$ cat config.mk
export PLATFORM = sky130hd
export DESIGN_NAME = layer_mixer
export DESIGN_NICKNAME = d
export VERILOG_FILES = /design/src/rtl/layer_mixer.sv
export SDC_FILE = /design/constraint.sdc
export NUM_CORES = 1
export LEC_CHECK = 0
export ABC_AREA = 1
export BUFFER_PORTS_ARGS = -buffer_cell sky130_fd_sc_hd__buf_2
export CORE_MARGIN = 1.5
export CORE_UTILIZATION = 50
export DETAILED_ROUTE_END_ITERATION = 7
export HOLD_SLACK_MARGIN = 0.03
export PLACE_DENSITY = 0.85
export SLEW_MARGIN = 25
export SYNTH_ARGS = -nofsm -noshare
export SYNTH_HDL_FRONTEND = slang
export SYNTH_SLANG_ARGS = --single-unit
$ cat constraint.sdc
create_clock -name clk_vga -period 1.4 [get_ports clk_vga]
set_input_delay 0.28 -clock clk_vga [delete_from_list [all_inputs] [get_ports clk_vga]]
set_output_delay 0.28 -clock clk_vga [all_outputs]
set_load 0.05 [all_outputs]
$ cat src/rtl/layer_mixer.sv
`default_nettype none
// ============================================================================
// Module   : layer_mixer
// Purpose  : N-layer priority pixel compositor with per-frame pairwise
//            layer-overlap (collision) monitor, two-stage pipeline on clk_vga.
// Revision : 1.0 - initial release
// ============================================================================
module layer_mixer #(
    parameter int                NUM_LAYERS  = 4,
    parameter int                RGB_W       = 12,
    parameter logic [RGB_W-1:0]  BG_RGB      = '0,
    parameter int                FRAME_CNT_W = 16
) (
    input  logic                             clk_vga,
    input  logic                             rst,
    input  logic                             disp_i,
    input  logic                             v_sync_i,
    input  logic [NUM_LAYERS-1:0]            layer_en_i,
    input  logic [NUM_LAYERS*RGB_W-1:0]      rgb_i,
    input  logic [NUM_LAYERS-1:0]            alpha_i,
    output logic [RGB_W-1:0]                 rgb_o,
    output logic                             disp_o,
    output logic [NUM_LAYERS*NUM_LAYERS-1:0] hit_pulse_o,
    output logic [NUM_LAYERS*NUM_LAYERS-1:0] frame_hits_o,
    output logic [FRAME_CNT_W-1:0]           frame_cnt_o
);

    localparam int NPAIR = NUM_LAYERS * NUM_LAYERS;

    logic [NUM_LAYERS*RGB_W-1:0] rgb_q;
    logic [NUM_LAYERS-1:0]       opq_q;
    logic                        disp_q;
    logic                        vs_q;
    logic                        vs_prev_q;

    logic [RGB_W-1:0]            pix_d,        pix_q;
    logic                        disp_o_q;
    logic [NPAIR-1:0]            pulse_d,      pulse_q;
    logic [NPAIR-1:0]            seen_d,       seen_q;
    logic [NPAIR-1:0]            frame_hits_d, frame_hits_q;
    logic [FRAME_CNT_W-1:0]      frame_cnt_d,  frame_cnt_q;

    logic [NPAIR-1:0]            hit_now;
    logic                        boundary;

    // v_sync idles high, so both edge-detector taps reset to 1 to avoid a
    // spurious boundary right after reset.
    always_ff @(posedge clk_vga or negedge rst) begin
        if (!rst) begin
            rgb_q     <= '0;
            opq_q     <= '0;
            disp_q    <= 1'b0;
            vs_q      <= 1'b1;
            vs_prev_q <= 1'b1;
        end else begin
            rgb_q     <= rgb_i;
            opq_q     <= alpha_i & layer_en_i & {NUM_LAYERS{disp_i}};
            disp_q    <= disp_i;
            vs_q      <= v_sync_i;
            vs_prev_q <= vs_q;
        end
    end

    genvar gi, gj;
    generate
        for (gi = 0; gi < NUM_LAYERS; gi++) begin : g_row
            for (gj = 0; gj < NUM_LAYERS; gj++) begin : g_col
                if (gi < gj) begin : g_pair
                    assign hit_now[gi*NUM_LAYERS+gj] = opq_q[gi] & opq_q[gj];
                end else begin : g_tie
                    assign hit_now[gi*NUM_LAYERS+gj] = 1'b0;
                end
            end
        end
    endgenerate

    assign boundary = vs_prev_q & ~vs_q;

    always_comb begin
        pix_d = disp_q ? BG_RGB : '0;
        // Descending scan so the lowest opaque index is applied last and wins.
        for (int k = NUM_LAYERS - 1; k >= 0; k--) begin
            if (opq_q[k]) begin
                pix_d = rgb_q[k*RGB_W +: RGB_W];
            end
        end

        pulse_d      = hit_now & ~seen_q;
        seen_d       = seen_q | hit_now;
        frame_hits_d = frame_hits_q;
        frame_cnt_d  = frame_cnt_q;
        if (boundary) begin
            // A boundary-cycle hit belongs to the ending frame only.
            frame_hits_d = seen_q | hit_now;
            seen_d       = '0;
            frame_cnt_d  = frame_cnt_q + FRAME_CNT_W'(1);
        end
    end

    always_ff @(posedge clk_vga or negedge rst) begin
        if (!rst) begin
            pix_q        <= '0;
            disp_o_q     <= 1'b0;
            pulse_q      <= '0;
            seen_q       <= '0;
            frame_hits_q <= '0;
            frame_cnt_q  <= '0;
        end else begin
            pix_q        <= pix_d;
            disp_o_q     <= disp_q;
            pulse_q      <= pulse_d;
            seen_q       <= seen_d;
            frame_hits_q <= frame_hits_d;
            frame_cnt_q  <= frame_cnt_d;
        end
    end

    assign rgb_o        = pix_q;
    assign disp_o       = disp_o_q;
    assign hit_pulse_o  = pulse_q;
    assign frame_hits_o = frame_hits_q;
    assign frame_cnt_o  = frame_cnt_q;

endmodule
`default_nettype wire

Yosys cells after proc, flatten, opt, wreduce, memory -nomap -nowiden
Index checks and enable logic that the tools add are counted.
{"block": "word_totals", "in_bits": 60, "reg_bits": 132, "word_cells": 30}
{"block": "op_classes", "add_sub_neg": 1, "muxes": 5, "bitwise": 13}
{"op": "2-to-1 mux 12 bit", "n": 4}
{"op": "adder 16 x 1 -> 16 bit (second input constant)", "n": 1}
{"op": "bitwise AND 12 x 16 -> 16 bit", "n": 1}
{"op": "2-to-1 mux 16 bit", "n": 1}
{"op": "NOT 16 bit", "n": 1}
{"op": "OR 16 x 12 -> 16 bit", "n": 1}
{"op": "bitwise AND 4 bit", "n": 2}
{"op": "bitwise AND 1 bit", "n": 7}
{"op": "NOT 1 bit", "n": 1}

Longest topological paths before layout
Gate-level depths: netlist of the first run.
{"block": "depth", "ltp_word": 4, "mapped_depth": 10}

Least setup slack after synthesis of the first run
OpenSTA, ideal clock, no wires.
{"block": "synth_path", "path_type": "reg-to-reg", "from": "reg frame_cnt_q[0] (netlist: frame_cnt_o[0])", "to": "reg frame_cnt_q[14] (netlist: frame_cnt_o[14])", "setup_time_ns": 0.113, "slack_ns": -0.171, "path_stages_with_launch": 9, "period_less_slack_ns": 1.571, "arrival_time_ns": 1.457, "path_buffers": 0, "cell_sequence": "dfrtp_1 -> ha_1 -> nand2_1 -> nor2_1 -> nand2_1 -> nor2_4 -> nand3_1 -> nand2_1 -> inv_1"}
{"block": "synth_between", "elab_chain_cells": 1}
{"item": "start: declaration", "line": "41", "rtl": "logic [FRAME_CNT_W-1:0] frame_cnt_d, frame_cnt_q;"}
{"item": "start signal: assignment", "line": "114", "rtl": "frame_cnt_q <= frame_cnt_d;"}
{"item": "adder 16 x 1 -> 16 bit", "line": "96", "rtl": "frame_cnt_d = frame_cnt_q + FRAME_CNT_W'(1);"}
No other way between the ends.
A chain may end at the register's enable or synchronous reset.

Worst setup path after layout of the first run
{"block": "layout_path", "from": "reg frame_cnt_q[3] (netlist: frame_cnt_o[3])", "to": "out frame_cnt_o[3]"}
{"item": "end: declaration", "line": "25", "rtl": "output logic [FRAME_CNT_W-1:0] frame_cnt_o"}
No word-level cell between the ends.

==> metrics.cfg, run 1 <==
[outcome]
status=finished clean

[synth]
yosys.area_share.adder_pct=0.329
synth_cell_types=28
synth_top_cell_area_share_pct=65.9
synth_cells=358
synth-xor-area-share_pct=2.30
synthSimpleGateAreaFrac_pct=16.1
ys_seq_area_share_pct=67.2
yosys-top-cells-area=dfrtp_1 (66%), nand2_1 (9.1%), buf_4 (4.0%), a21oi_1 (3.2%), nor2_1 (2.6%)
netlist_area_sq_um=3800
synth_top_family_by_area=simple AND/OR/NAND/NOR gates
async_reset_ff_share_pct=100
synth.avg_cell_area_sq_um=10.6
yosys.area.top_type=dfrtp_1
muxShareOfSynthArea_pct=0
yosys_most_used_dff=dfrtp_1
synth_compound_area_share_pct=5.93
ys_ff_latch=102
synth_edf_count=0
synth-warning-count=0

[timing]
finalHoldViolations=0
period_share_pct=97.6
fmaxAchievable_mhz=732
rsz0062_at_grt=no
maxSlewViolCount=0
min_period_ns=1.37
skew_ns=0.00897
setup_viol_count_final=0

[clock_tree]
path_clk_slew_ns=0.10
root_buffer=clkbuf_8
clk_latency_ns=0.37
cts.sinks=102
cts_tree=built
cts_buffer_depth=2
htreeDepth=3
cts_buffers=9

[final_layout]
final_nets=580
final_common_cell=buf_2
drive_gt1_share_pct=28.6
final_cell_mix=buf_2 (97), dfrtp_1 (93), nand2_1 (92), dlygate4sd3_1 (50), nor2_1 (26)
design_area_sq_um=5100
syn2layout_area_growth_pct=34.2

[setup_path]
rr_startpoint=vs_prev_q
crit_path_max_fanout=5
crit_start=frame_cnt_o[3]
worstSetupEndpointType=output port
cp.arrival_ns=1.09
start_kind=register
r2r-end=frame_cnt_o[15]
worst_path_max_delay_cell=dfrtp_1
rrSetupSlack_ns=0.10
cp_top_family=flip-flops
cpPeakStageDelay_ns=0.43
crit_chain=buf_2
crit_buf_inv=1
required_ns=1.12
reg2regPathDepth=7
path_class=register to output port

[job]
drv_cap=0

[floorplanning]
coreArea_sq_um=7290
die_h_um=90.2
rows=31
io_pins=121
die_area_sq_um=8130
die_w_um=90.2
start_util_pct=52.1

[pwr]
power_density_nw_per_um2=1230
p_total_mw=6.28
vdd_drop_max_mv=0.873
p_leak_nw=2.65

[min_path]
hold_class=primary input to register
hold_depth=1
whs_endpoint=rgb_q[28]
min-delay-start=rgb_i[28]

[routing]
routed_wl_um=8770
drc=0
ant_nets=0
wl_per_cell_um=14.1
vias=2960
drt_pre_antenna_iters=4
routed_via_density=4.74
drt_iter0_markers=128

[grt]
grt_max_degree=34
antenna_found_initial=1
grt_first_pass_wirelength_um=14500
overflow=0
first_global_vias=3037
grtUsageTotal_pct=23.4

[placed_design]
io_buffer_count=100
place_congestion=0.875
dpl.hpwl_um=5550
postPlaceCellArea_sq_um=4400

## where the power goes
part           internal, mW  total, mW  switching (mW)
clock                 0.671       1.71            1.04
sequential             3.16       3.30           0.139
combinational         0.381       1.27           0.885
## cells by family after synthesis
family	after synthesis
simple gates	145
flops	102
buf+inv	57
compound gates	42
xor+xnor	10
fa+ha+maj	1
other cells	1
## Yosys cell counts, drive strengths merged (2+ instances only)
cell	instances
o21bai	6
o21ai	12
nand3	6
nor3	8
nand4	4
nand2	95
inv	26
dfstp	2
a21oi	24
dfrtp	100
clkbuf	5
xor2	7
buf	25
xnor2	3
nor2	31
## per-stage QoR
step	TNS [ns]	util, %	worst slack (ns)	std cells	hold WS [ns]
after CTS	0	69.7	0.0198	622	0.0350
after detailed placement	0	60.4	0.133	556	0.155
after global routing	0	70.0	0.00340	624	0.0316
after global placement	0	60.4	0.166	556	0.148
after floorplan	-0.00496	-	-0.00496	377	-0.0156
final	0	70.0	0.0337	624	0.0533
## cell type report
type	instances	area, sq um
diodes	1	2.50
clock buffers	9	124
clock inverters	7	55.1
fillers	518	2190
inverters	27	103
multi-input cells	218	1010
flip-flops and latches	102	2560
well taps	99	124
repair buffers	161	1120
## sequential cells by signal, summed over array words and instances (netlist names)
name,flops
hit_pulse_o,6
disp_q,1
disp_o,1
rgb_q,48
frame_cnt_o,16
rgb_o,12
vs_prev_q,1
opq_q,4
seen_q,6
vs_q,1
frame_hits_o,6
## what timing repair did
action	4_1_cts	5_1_grt
gates resized for setup	0	5
buffers inserted	0	1
setup endpoints to repair	0	5
endpoints found under the hold margin	106	0
hold buffers	50	0
## metal layers
layer / track usage (%) / share of wire, % / vias up
li1: - / - / 1394
met1: 27.1 / 38 / 1415
met2: 39.7 / 52 / 118
met3: 4.40 / 4.9 / 33
met4: 15.2 / 5.1 / 0
met5: 0 / 0 / -
## how the worst max path moves through the flow
stage,endpoint,slack [ns],cells past startpoint
finish,frame_cnt_o[3],0.03,1
global route,frame_cnt_o[3],0.003,1
CTS,frame_cnt_o[3],0.02,1
detailed placement,frame_cnt_o[13],0.13,7
global placement,frame_cnt_o[12],0.17,6
floorplan,frame_cnt_o[14],-0.005,8
Power figures use the tool's default switching activity.
==> inputs of run 2 (changes only) <==
--- a/config.mk
+++ b/config.mk
@@ -11,7 +11,7 @@
 export CORE_UTILIZATION = 50
 export DETAILED_ROUTE_END_ITERATION = 7
 export HOLD_SLACK_MARGIN = 0.03
-export PLACE_DENSITY = 0.85
+export PLACE_DENSITY = 0.79
 export SLEW_MARGIN = 25
 export SYNTH_ARGS = -nofsm -noshare
 export SYNTH_HDL_FRONTEND = slang
==> metrics.cfg, run 2 (synthesis gave the netlist of run 1 again) <==
[setup_path]
worst_path_max_delay_cell=dfrtp_1  ; unchanged
cpPeakStageDelay_ns=0.44  ; was 0.43 ns
required_ns=1.12  ; about the same
path_class=register to output port  ; unchanged
worstSetupEndpointType=output port  ; unchanged
crit_buf_inv=1  ; unchanged
crit_chain=buf_2  ; unchanged
reg2regPathDepth=6  ; was 7
start_kind=register  ; unchanged
cp_top_family=flip-flops  ; unchanged
crit_path_max_fanout=5  ; unchanged
cp.arrival_ns=1.08  ; was 1.09 ns
cp_num_cells=1  ; unchanged

[routing]
vias=2946  ; was 2960
wl_per_cell_um=13.8  ; was 14.1 um
routed_wl_um=8640  ; was 8770 um
ant_nets=0  ; unchanged
routed_via_density=4.72  ; was 4.74
drc=0  ; unchanged
drt_iter0_markers=108  ; was 128
drt_pre_antenna_iters=4  ; unchanged

[final_layout]
top_register=rgb_q  ; unchanged
n_antenna_cell=0  ; was 1
final_cell_mix=buf_2 (98), dfrtp_1 (93), nand2_1 (92), dlygate4sd3_1 (50), nor2_1 (26)  ; was buf_2 (97), dfrtp_1 (93), nand2_1 (92), dlygate4sd3_1 (50), nor2_1 (26)
fillCellCount=518  ; unchanged
design_area_sq_um=5130  ; was 5100 sq um
multi_input_area_sq_um=1030  ; was 1010 sq um
regArea_sq_um=2560  ; unchanged
drive_gt1_share_pct=28.6  ; about the same
syn2layout_area_growth_pct=35.1  ; was 34.2%
final_nets=581  ; was 580
final_common_cell=buf_2  ; unchanged
largest_reg_flops=48  ; unchanged

[placed_design]
place_ws_ns=0.145  ; was 0.133 ns
place_congestion=0.781  ; was 0.875
dpl.hpwl_um=5410  ; was 5550 um
io_buffer_count=100  ; unchanged
postPlaceCellArea_sq_um=4400  ; about the same

[floorplanning]
die_h_um=90.2  ; unchanged
die_area_sq_um=8130  ; unchanged
io_pins=121  ; unchanged
rows=31  ; unchanged
coreArea_sq_um=7290  ; unchanged
die_w_um=90.2  ; unchanged
start_util_pct=52.1  ; unchanged

[grt]
antenna_found_initial=0  ; was 1
grt_max_degree=43  ; was 34
first_global_vias=3002  ; was 3037
grtUsageTotal_pct=23.0  ; was 23.4%
overflow=0  ; unchanged
grt_first_pass_wirelength_um=14500  ; about the same

[timing]
skew_ns=0.0166  ; was 0.00897 ns
min_period_ns=1.36  ; was 1.37 ns
finalHoldViolations=0  ; unchanged
finalSetupTns_ns=0  ; unchanged
fmaxAchievable_mhz=734  ; was 732 MHz
maxSlewViolCount=0  ; unchanged
setup_viol_count_final=0  ; unchanged
rsz0062_at_grt=yes  ; was no
period_share_pct=97.3  ; was 97.6%
fin_ws_ns=0.0378  ; was 0.0337 ns
hold_ws_ns=0.0674  ; was 0.0533 ns

[outcome]
status=finished clean  ; unchanged

[min_path]
hold_class=primary input to register  ; unchanged
hold_depth=1  ; unchanged

[clock_tree]
path_clk_slew_ns=0.10  ; about the same
htreeDepth=3  ; unchanged
clk_latency_ns=0.35  ; was 0.37 ns
root_buffer=clkbuf_8  ; unchanged
cts_buffer_depth=2  ; unchanged
cts_tree=built  ; unchanged
cts.sinks=102  ; unchanged
cts_buffers=9  ; unchanged

[pwr]
p_leak_nw=2.66  ; was 2.65 nW
vdd_drop_max_mv=1.15  ; was 0.873 mV
power_density_nw_per_um2=1270  ; was 1230 nW/um^2

[job]
drv_cap=0  ; unchanged

run 2: changes by cell type in the layout (fill, tap and decap cells not counted), sizes merged:
cell	before	now
diode	1	0
inv	30	28
clkinv	3	2
buf	110	111
bufinv	0	1
clkinvlp	1	0
clkbuf	10	13
run 2: final cells by class:
class,instances,area share (%)
Sequential cell,102,49.9
Timing Repair Buffer,162,21.6
Multi-Input combinational cell,218,20.0
Clock buffer,12,3.02
Tap cell,99,2.41
Inverter,27,2.00
Clock inverter,4,1.02
run 2: layer usage:
layer	vias to the layer above	track usage, %	share of wire (%)
met5	-	0	0
met4	0	7.94	0.68
met3	4	3.55	4.3
met2	114	40.5	54
met1	1432	28.7	41
li1	1396	-	-
run 2: worst paths after layout:
kind | start | to | slack (ns)
max | frame_cnt_o[3] | frame_cnt_o[3] | 0.04
min | rgb_i[41] | rgb_q[41] | 0.07
max reg2reg | vs_prev_q | frame_cnt_o[11] | 0.09
min in group asynchronous | rst | frame_cnt_o[2] | 0.40
max in group asynchronous | rst | rgb_q[41] | 0.45
min reg2reg | disp_q | disp_o | 0.36
run 2: repair_timing:
item | in CTS | in global routing
gates resized for setup | 0 | 5
buffers inserted | 0 | 1
endpoints found under the hold margin | 73 | 0
hold buffers | 50 | 0
setup endpoints to repair | 0 | 8
run 2: through the flow:
step           utilization [%]  total power [mW]  cells
6_report                  70.4              6.52    624
5_1_grt                   70.4              6.82    624
4_1_cts                   70.0              6.49    623
3_5_place_dp              60.3              4.48    557
3_3_place_gp              60.3              4.45    557
2_1_floorplan                -              4.15    377
run 2: where the power goes:
| group | leakage [nW] | internal, mW | switching, mW |
|---|---|---|---|
| combinational | 1.29 | 0.407 | 0.897 |
| clock | 0.107 | 0.937 | 0.954 |
| sequential | 1.27 | 3.16 | 0.170 |
==> inputs of run 3 (changes only) <==
--- a/config.mk
+++ b/config.mk
@@ -12,6 +12,7 @@
 export DETAILED_ROUTE_END_ITERATION = 7
 export HOLD_SLACK_MARGIN = 0.03
 export PLACE_DENSITY = 0.79
+export SETUP_SLACK_MARGIN = 0.5
 export SLEW_MARGIN = 25
 export SYNTH_ARGS = -nofsm -noshare
 export SYNTH_HDL_FRONTEND = slang
==> metrics.cfg, run 3 (synthesis gave the netlist of run 1 again) <==
[clock_tree]
cts_tree=built  ; unchanged
htreeDepth=3  ; unchanged
cts_buffer_depth=2  ; unchanged
cts.sinks=102  ; unchanged
path_clk_slew_ns=0.11  ; was 0.10 ns
clk_latency_ns=0.38  ; was 0.35 ns
cts_buffers=9  ; unchanged
hold_buffers=50  ; unchanged
root_buffer=clkbuf_8  ; unchanged

[timing]
hold_ws_ns=-0.187  ; was 0.0674 ns
finalSetupTns_ns=0  ; unchanged
fmaxAchievable_mhz=732  ; was 734 MHz
maxSlewViolCount=0  ; unchanged
fin_ws_ns=0.0338  ; was 0.0378 ns
skew_ns=0.00910  ; was 0.0166 ns
finalHoldViolations=25  ; was 0
setup_viol_count_final=0  ; unchanged
rsz0062_at_grt=yes  ; unchanged
period_share_pct=97.6  ; was 97.3%
min_period_ns=1.37  ; was 1.36 ns

[routing]
wl_per_cell_um=18.6  ; was 13.8 um
routed_wl_um=12300  ; was 8640 um
drc=0  ; unchanged
drt_pre_antenna_iters=5  ; was 4
ant_nets=0  ; unchanged
vias=3434  ; was 2946
routed_via_density=5.20  ; was 4.72
drt_iter0_markers=284  ; was 108

[grt]
first_global_vias=3513  ; was 3002
grt_first_pass_wirelength_um=16800  ; was 14500 um
grtUsageTotal_pct=27.4  ; was 23.0%
grt_max_degree=31  ; was 43
antenna_found_initial=0  ; unchanged
overflow=0  ; unchanged

[pwr]
p_leak_nw=3.04  ; was 2.66 nW
vdd_drop_max_mv=0.730  ; was 1.15 mV
power_density_nw_per_um2=1170  ; was 1270 nW/um^2
p_total_mw=7.20  ; was 6.52 mW

[setup_path]
start_kind=register  ; unchanged
worstSetupEndpointType=register  ; was output port
crit_path_max_fanout=4  ; was 5
rr_startpoint=frame_cnt_o[7]  ; was vs_prev_q
reg2regPathDepth=5  ; was 6
rrSetupSlack_ns=0.03  ; was 0.09 ns
required_ns=1.72  ; was 1.12 ns
cp.arrival_ns=1.68  ; was 1.08 ns
path_class=register to register  ; was register to output port
r2r-end=frame_cnt_o[15]  ; was frame_cnt_o[11]

[placed_design]
dpl.hpwl_um=5230  ; was 5410 um
io_buffer_count=100  ; unchanged
place_congestion=0.807  ; was 0.781
place_ws_ns=0.130  ; was 0.145 ns
postPlaceCellArea_sq_um=4450  ; was 4400 sq um

[final_layout]
final_cell_mix=dfrtp_1 (86), buf_2 (58), nand2_1 (53), buf_6 (51), dlygate4sd3_1 (50)  ; was buf_2 (98), dfrtp_1 (93), nand2_1 (92), dlygate4sd3_1 (50), nor2_1 (26)
design_area_sq_um=6160  ; was 5130 sq um
n_antenna_cell=0  ; unchanged
final_nets=617  ; was 581
top_register=rgb_q  ; unchanged
final_common_cell=dfrtp_1  ; was buf_2
syn2layout_area_growth_pct=62.1  ; was 35.1%
fillCellCount=349  ; was 518
drive_gt1_share_pct=49.0  ; was 28.6%
largest_reg_flops=48  ; unchanged

[outcome]
violations=hold timing
status=finished, violations left  ; was finished clean

[floorplanning]
die_h_um=90.2  ; unchanged
io_pins=121  ; unchanged
rows=31  ; unchanged
start_util_pct=52.1  ; unchanged
die_w_um=90.2  ; unchanged
coreArea_sq_um=7290  ; unchanged
die_area_sq_um=8130  ; unchanged

[min_path]
hold_class=primary input to asynchronous set/reset pin  ; was primary input to register

[job]
drv_cap=0  ; unchanged

==> run 3: changes by cell type in the layout (fill, tap and decap cells not counted), sizes merged <==
cell	previous run	this run
buf	111	146
inv	28	30
clkbuf	13	11
bufinv	1	0
clkinv	2	4
==> run 3: timing repair <==
action                     4_1_cts  5_1_grt
pin swaps                       19       25
hold endpoints to repair        75       25
setup buffers                   25        8
gates cloned                     2        3
setup endpoints to repair       84       85
gates resized for setup        136       62
==> run 3: power breakdown <==
group	internal (mW)	switching [mW]	total, mW	leakage [nW]
sequential	3.17	0.166	3.33	1.26
combinational	0.794	1.17	1.96	1.68
clock	0.724	1.18	1.90	0.105
total	4.68	2.51	7.20	3.04
==> run 3: through the flow <==
stage	util (%)	std cells
2_1_floorplan	-	377
3_3_place_gp	61.1	556
3_5_place_dp	61.1	556
4_1_cts	79.9	649
5_1_grt	84.5	660
6_report	84.5	660
==> run 3: area by class of cell <==
type | count | area [sq um] | share of cell area [%]
flip-flops and latches | 102 | 2570 | 41.8
repair buffers | 198 | 1770 | 28.7
multi-input cells | 218 | 1370 | 22.2
clock buffers | 9 | 124 | 2.01
well taps | 99 | 124 | 2.01
inverters | 27 | 121 | 1.97
clock inverters | 7 | 83.8 | 1.36
==> run 3: worst max-delay path, cell delays in order (launching register included) <==
cell and delay (ns):
dfrtp_2 0.40, buf_4 0.13, nand2_2 0.09, nor3_1 0.37, nand4_1 0.20, nand2_1 0.11
==> run 3: routing by layer <==
metal  track usage, %  part of all wire [%]
met1             27.9                    34
met2             52.7                    55
met3             4.82                   5.5
met4             14.2                   5.3
met5                0                     0
==> run 3: worst max-delay path by stage <==
stage | start | to | slack [ns] | cells after the start
after CTS | frame_cnt_o[1] | frame_cnt_o[1] | 0.12 | 1
after floorplan | frame_cnt_o[0] | frame_cnt_o[14] | 0.07 | 8
after global placement | vs_prev_q | frame_cnt_o[13] | 0.15 | 7
after global routing | frame_cnt_o[7] | frame_cnt_o[15] | -0.02 | 5
final | frame_cnt_o[7] | frame_cnt_o[15] | 0.03 | 5
after detailed placement | vs_prev_q | frame_cnt_o[13] | 0.13 | 7
